[config.mk]
export PLATFORM = sky130hd
export DESIGN_NAME = tx_word
export DESIGN_NICKNAME = d
export VERILOG_FILES = /design/src/rtl/narvie_uart_pkg.sv /design/src/rtl/uart_tx_byte.sv /design/src/rtl/tx_word.sv
export SDC_FILE = /design/constraint.sdc
export NUM_CORES = 1
export LEC_CHECK = 0
export ABC_CLOCK_PERIOD_IN_PS = 2900
export BUFFER_PORTS_ARGS = -buffer_cell sky130_fd_sc_hd__buf_2
export CAP_MARGIN = 10
export CORE_MARGIN = 8
export CORE_UTILIZATION = 56
export DETAILED_ROUTE_END_ITERATION = 10
export PLACE_DENSITY = 0.75
export SYNTH_ARGS = -nofsm -noshare
export SYNTH_HDL_FRONTEND = slang
export SYNTH_SLANG_ARGS = --single-unit
[constraint.sdc]
create_clock -name clk12 -period 2.9 [get_ports clk12]
set_input_delay 0.145 -clock clk12 [delete_from_list [all_inputs] [get_ports clk12]]
set_output_delay 0.145 -clock clk12 [all_outputs]
set_load 0.01 [all_outputs]
[src/rtl/narvie_uart_pkg.sv]
// Shared constants and state encoding for the narvie UART link (tx and rx sides).
`default_nettype none

package narvie_uart_pkg;

  typedef enum logic [1:0] {
    IDLE  = 2'd0,
    START = 2'd1,
    DATA  = 2'd2,
    STOP  = 2'd3
  } uart_state_e;

  localparam int BYTES_PER_WORD       = 4;
  localparam int DEFAULT_CLKS_PER_BIT = 104;

endpackage

`default_nettype wire

[src/rtl/uart_tx_byte.sv]
// Single-byte 8N1 serialiser. A start request during the last stop-bit cycle
// chains straight into the next start bit, so consecutive bytes have no gap.
`default_nettype none

module uart_tx_byte
  import narvie_uart_pkg::*;
#(
  parameter int CLKS_PER_BIT = DEFAULT_CLKS_PER_BIT
) (
  input  logic       clk12,
  input  logic       rst,
  input  logic       start,
  input  logic [7:0] data,
  output logic       busy,
  output logic       done,
  output logic       tx
);

  localparam int             CNT_W    = $clog2(CLKS_PER_BIT);
  localparam logic [CNT_W-1:0] CNT_LAST = CNT_W'(CLKS_PER_BIT - 1);

  uart_state_e      state, state_n;
  logic [CNT_W-1:0] baud_cnt, baud_cnt_n;
  logic [2:0]       bit_idx, bit_idx_n;
  logic [7:0]       shift, shift_n;
  logic             tx_n;
  logic             tick;

  assign tick = (baud_cnt == CNT_LAST);
  assign busy = (state != IDLE);
  assign done = (state == STOP) && tick;

  always_ff @(posedge clk12 or posedge rst) begin
    if (rst) begin
      state    <= IDLE;
      baud_cnt <= '0;
      bit_idx  <= '0;
      shift    <= '0;
      tx       <= 1'b1;
    end else begin
      state    <= state_n;
      baud_cnt <= baud_cnt_n;
      bit_idx  <= bit_idx_n;
      shift    <= shift_n;
      tx       <= tx_n;
    end
  end

  always_comb begin
    state_n    = state;
    baud_cnt_n = tick ? '0 : baud_cnt + CNT_W'(1);
    bit_idx_n  = bit_idx;
    shift_n    = shift;
    tx_n       = tx;
    case (state)
      IDLE: begin
        baud_cnt_n = '0;
        tx_n       = 1'b1;
        if (start) begin
          state_n   = START;
          shift_n   = data;
          bit_idx_n = '0;
          tx_n      = 1'b0;
        end
      end
      START: begin
        if (tick) begin
          state_n   = DATA;
          bit_idx_n = '0;
          tx_n      = shift[0];
        end
      end
      DATA: begin
        if (tick) begin
          if (bit_idx == 3'd7) begin
            state_n = STOP;
            tx_n    = 1'b1;
          end else begin
            bit_idx_n = bit_idx + 3'd1;
            shift_n   = {1'b0, shift[7:1]};
            tx_n      = shift[1];
          end
        end
      end
      STOP: begin
        if (tick) begin
          // Chaining here rather than via IDLE is what removes the inter-byte gap.
          if (start) begin
            state_n   = START;
            shift_n   = data;
            bit_idx_n = '0;
            tx_n      = 1'b0;
          end else begin
            state_n = IDLE;
            tx_n    = 1'b1;
          end
        end
      end
      default: begin
        state_n = IDLE;
        tx_n    = 1'b1;
      end
    endcase
  end

endmodule

`default_nettype wire

[src/rtl/tx_word.sv]
// Word-level UART transmitter: sends a 32-bit word as four 8N1 frames, LSB byte first.
`default_nettype none

module tx_word
  import narvie_uart_pkg::*;
#(
  parameter int CLKS_PER_BIT = DEFAULT_CLKS_PER_BIT
) (
  input  logic        clk12,
  input  logic        rst,
  input  logic [31:0] word,
  input  logic        word_valid,
  output logic        word_ready,
  output logic        tx,
  output logic        word_sent
);

  logic        accept;
  logic        last_byte;
  logic        byte_start;
  logic        byte_busy;
  logic        byte_done;
  logic [7:0]  byte_data;
  logic [31:0] shreg;
  logic [1:0]  byte_idx;

  assign accept     = word_valid && word_ready && !byte_busy;
  assign last_byte  = (byte_idx == 2'(BYTES_PER_WORD - 1));
  assign byte_start = accept || (byte_done && !last_byte);
  // Byte0 bypasses the shift register so START begins on the edge after accept.
  assign byte_data  = accept ? word[7:0] : shreg[15:8];

  always_ff @(posedge clk12 or posedge rst) begin
    if (rst) begin
      shreg      <= '0;
      byte_idx   <= '0;
      word_ready <= 1'b1;
      word_sent  <= 1'b0;
    end else begin
      word_sent <= byte_done && last_byte;
      if (accept) begin
        shreg      <= word;
        byte_idx   <= '0;
        word_ready <= 1'b0;
      end else if (byte_done) begin
        shreg    <= {8'h00, shreg[31:8]};
        byte_idx <= byte_idx + 2'd1;
        if (last_byte) begin
          word_ready <= 1'b1;
        end
      end
    end
  end

  uart_tx_byte #(
    .CLKS_PER_BIT(CLKS_PER_BIT)
  ) u_tx_byte (
    .clk12 (clk12),
    .rst   (rst),
    .start (byte_start),
    .data  (byte_data),
    .busy  (byte_busy),
    .done  (byte_done),
    .tx    (tx)
  );

endmodule

`default_nettype wire

==> summary.md <==
| Metric | Value |
|---|---|
| Clock-pin transition on the worst setup and hold timing paths | 0.09 ns |
| Count of filler cells inserted in the layout | 347 |
| Yosys top cell by area | dfrtp_1 |
| Setup Crit Path Kind | register to register |
| Areal power density over the cells | 435 mW/mm^2 |
| Maximum number of pins on one net before global-route repair | 62 |
| Final weighted congestion in routability-driven placement | 0.804 |
| Routed length per placed instance | 15.0 microns |
| Proportion of netlist area held by the largest area contributor | 0.468 |
| Status | finished clean |
| Worst Clk Skew | 0.00582 ns |
| IO Count | 38 |
| FMAX | 414 MHz |
| Synth top area cells | dfrtp_1, mux2i_1, o21ai_0 |
| Worst-case register-to-register setup slack | 0.48 ns |
| Most frequent cell after synthesis | dfrtp_1 |
| Peak supply drop | 0.337 mV |
| Fraction of layout cells with a size suffix above 1 | 0.232 |
| Critical Path Start Type | register |
| Clock share of power | 0.412 |
| All-Layer GR Usage | 0.143 |
| Fraction of the mapped netlist area in simple logic gates | 0.137 |
| Number of DRC markers after the initial detailed-route iteration | 125 |
| IO Port Bufs | 37 |
| Number of enable-type register cells in the synthesized netlist | 0 |
| Largest family of logic cells by synthesized area | multiplexers |
| Post-route minimum period | 2.42 ns |
| Remaining max-slew budget at the tightest pin | 0.336 |
| Total Neg Setup Slack | 0 ns |
| Initial cell density of the core | 0.577 |
| Vias after detailed routing | 1810 |
| Die extent in y | 83.0 microns |
| Number of distinct library cell variants in the gate-level netlist after synthesis | 39 |
| Count of nets left with antenna violations after detail routing | 0 |
| Synthesized-area fraction occupied by xor and xnor cells | 0.0174 |
| Slew at the pin with the worst max-slew slack | 0.995 ns |
| Clock Latency Late Sink | 0.31 ns |
| Maximum level of the CTS H-tree | 2 |
| Signal arrival time at the worst endpoint | 2.62 ns |
| Number of placed instances, taps included | 320 |
| Main synth FF type | dfrtp_1 |
| Setup repair bufs after CTS | 0 |
| Final core occ | 0.645 |
| Cell internal pwr | 980 uW |
| Final Cycle Share | 0.833 |
| TritonCTS clock tree | built |
| Mux cell area share after synthesis | 0.140 |
| Number of antenna violations at the first check in global routing | 0 |
| Placeable core region | 0.00435 sq mm |
| Number of antenna diodes | 0 |
| Total count of hold-check failures in the final report | 0 |
| Average size of a mapped cell | 10.3 sq um |
| Hold bufs inserted after CTS | 0 |
| Width of the chip | 83.0 microns |
| Final Routed Wirelength | 4910 microns |
| Number of warnings issued by yosys | 0 |
| Net switching fraction of the power | 0.198 |
| DRC violations left | 0 |
| Netlist Area Pre-Place | 0.00251 sq mm |
| Floorplan die area | 0.00689 sq mm |
| Number of nets produced by synthesis | 289 |
| Area taken by flip-flops and latches | 0.00123 sq mm |
| Req. time, crit path | 3.10 ns |
| Flop and latch count out of synthesis | 49 |
| Logic pwr share | 0.029 |
| Power Total | 1.22 mW |
| Max-cap violations | 0 |
| Global-route congestion overflow total | 0 |
| Unrepaired setup endpoints after global routing | no |
| Sequential element share of the synthesized area | 0.489 |
| Leakage component of the power | 1.25 nW |
| Maximum count of clock buffers along a single path | 2 |
| Final Max Slew Viols | 0 |
| Vias per Instance | 5.52 |
| Synthesized instance count | 244 |
| Area of the multi-input gates | 0.00118 sq mm |
| Drt first pass iters | 4 |
| Adder-Cell Fraction of Synth Area | 0.0498 |
| Site Rows | 24 |
| Fraction of synthesis flops using an asynchronous set or reset pin | 1.00 |
| Total CTS buffers | 5 |
| Relative area change from synthesis to final layout | 11.9% |
| Highest fanout seen on the critical path | 61 |
| Number of gates given a new drive strength after cts | 0 |
| Total setup violations reported at the end of the flow | 0 |
| Detail Placement HPWL | 3350 microns |
| Root buf cell | clkbuf_8 |
| Clock sinks | 49 |
| Nature of the critical path endpoint | register |
| Global-route wire length before repair | 8340 microns |
| Final nets | 320 |
| Via count of the first global-routing pass | 1819 |
| Part of the power in registers | 0.558 |
| Post-synthesis compound-gate area fraction | 0.125 |
| Switching power of the nets | 243 uW |
| Class of the tightest hold or removal check | input pin to register |
| Leading post-synthesis cells by instance count | dfrtp_1, nand2_1, o21ai_0, mux2i_1 |
| Number of non-filler instances in the completed layout | 328 |
-- kinds of logic after synthesis --
family	after synthesis
xor gates and xnor gates	5
adders and majority gates	10
DFF	49
buffers and inverters	20
and+or+nand+nor	74
muxes	34
AOI/OAI and AO/OA	52
-- registers in the layout (all words and copies together) (netlist names) --
| name | count |
|---|---|
| byte_idx | 2 |
| shreg | 24 |
| u_tx_byte.baud_cnt | 7 |
| u_tx_byte.bit_idx | 3 |
| u_tx_byte.shift | 8 |
| u_tx_byte.state | 2 |
| u_tx_byte.tx | 1 |
| word_ready | 1 |
| word_sent | 1 |
-- path summary, 6_finish.rpt --
check                                                         to  cells after the start                             from
worst max-delay path            u_tx_byte.bit_idx[0]$_DFFE_PP0P_                      7   u_tx_byte.state[0]$_DFFE_PP0P_
worst min-delay path                       shreg[15]$_DFFE_PP0P_                      3                         word[15]
worst max register to register  u_tx_byte.bit_idx[0]$_DFFE_PP0P_                      7   u_tx_byte.state[0]$_DFFE_PP0P_
worst min register to register   u_tx_byte.baud_cnt[0]$_DFF_PP0_                      1  u_tx_byte.baud_cnt[0]$_DFF_PP0_
max in group asynchronous                  shreg[19]$_DFFE_PP0P_                      2                              rst
min in group asynchronous                  shreg[24]$_DFFE_PP0P_                      2                              rst
-- metrics by stage --
stage	hold slack, ns	setup WS, ns	area, sq um
after floorplan	0.262	0.777	2510
after global placement	0.346	0.565	2690
after detailed placement	0.353	0.486	2690
after CTS	0.0263	0.487	2810
after global routing	0.0309	0.266	2810
final	0.0307	0.483	2810
-- metal layers --
metal	vias up	share of wire	track usage
met5	-	0	0
met4	0	0.011	0.0527
met3	4	0.038	0.0488
met2	32	0.47	0.218
met1	869	0.49	0.184
li1	905	-	-
-- power groups by stage --
stage	Sequential [mW]	Combinational, mW	Clock (mW)
floorplan	0.696	0.0106	0
CTS	0.683	0.0372	0.515
global placement	0.696	0.0374	0
detailed placement	0.696	0.0370	0
global route	0.683	0.0409	0.539
finish	0.683	0.0359	0.504
-- cells in the final DEF, fill, tap and decap left out, types with 2 or more instances in the layout --
master,instances
dfrtp_1,47
nand2b_1,2
mux2_2,10
buf_2,37
a21oi_1,4
buf_4,2
xnor2_1,2
nor3_1,5
dfstp_2,2
mux2i_1,24
nor2_1,7
a211oi_1,2
nor3b_1,2
nand2_1,41
a31oi_1,2
ha_1,10
xor2_1,3
inv_1,4
o21ai_0,35
and2b_1,2
nand3_1,6
clkbuf_8,6
a22o_1,2
and3_1,3
-- critical path, cell delays in order, from the launching register on --
cell and delay (ns):
dfrtp_1 0.44, inv_1 0.13, ha_1 0.37, and3_2 0.26
buf_4 0.48, or4_1 0.20, o21ai_0 0.12, mux2_2 0.30
-- layout make-up --
class / instances / share of cell area
sequential: 49 / 0.437
timing repair buffer: 39 / 0.0712
inverter: 5 / 0.00668
clock buffer: 7 / 0.0307
clock inverter: 1 / 0.0107
tap: 52 / 0.0232
multi-input combinational: 175 / 0.420
Note: power is estimated with default switching activity, not from simulation.
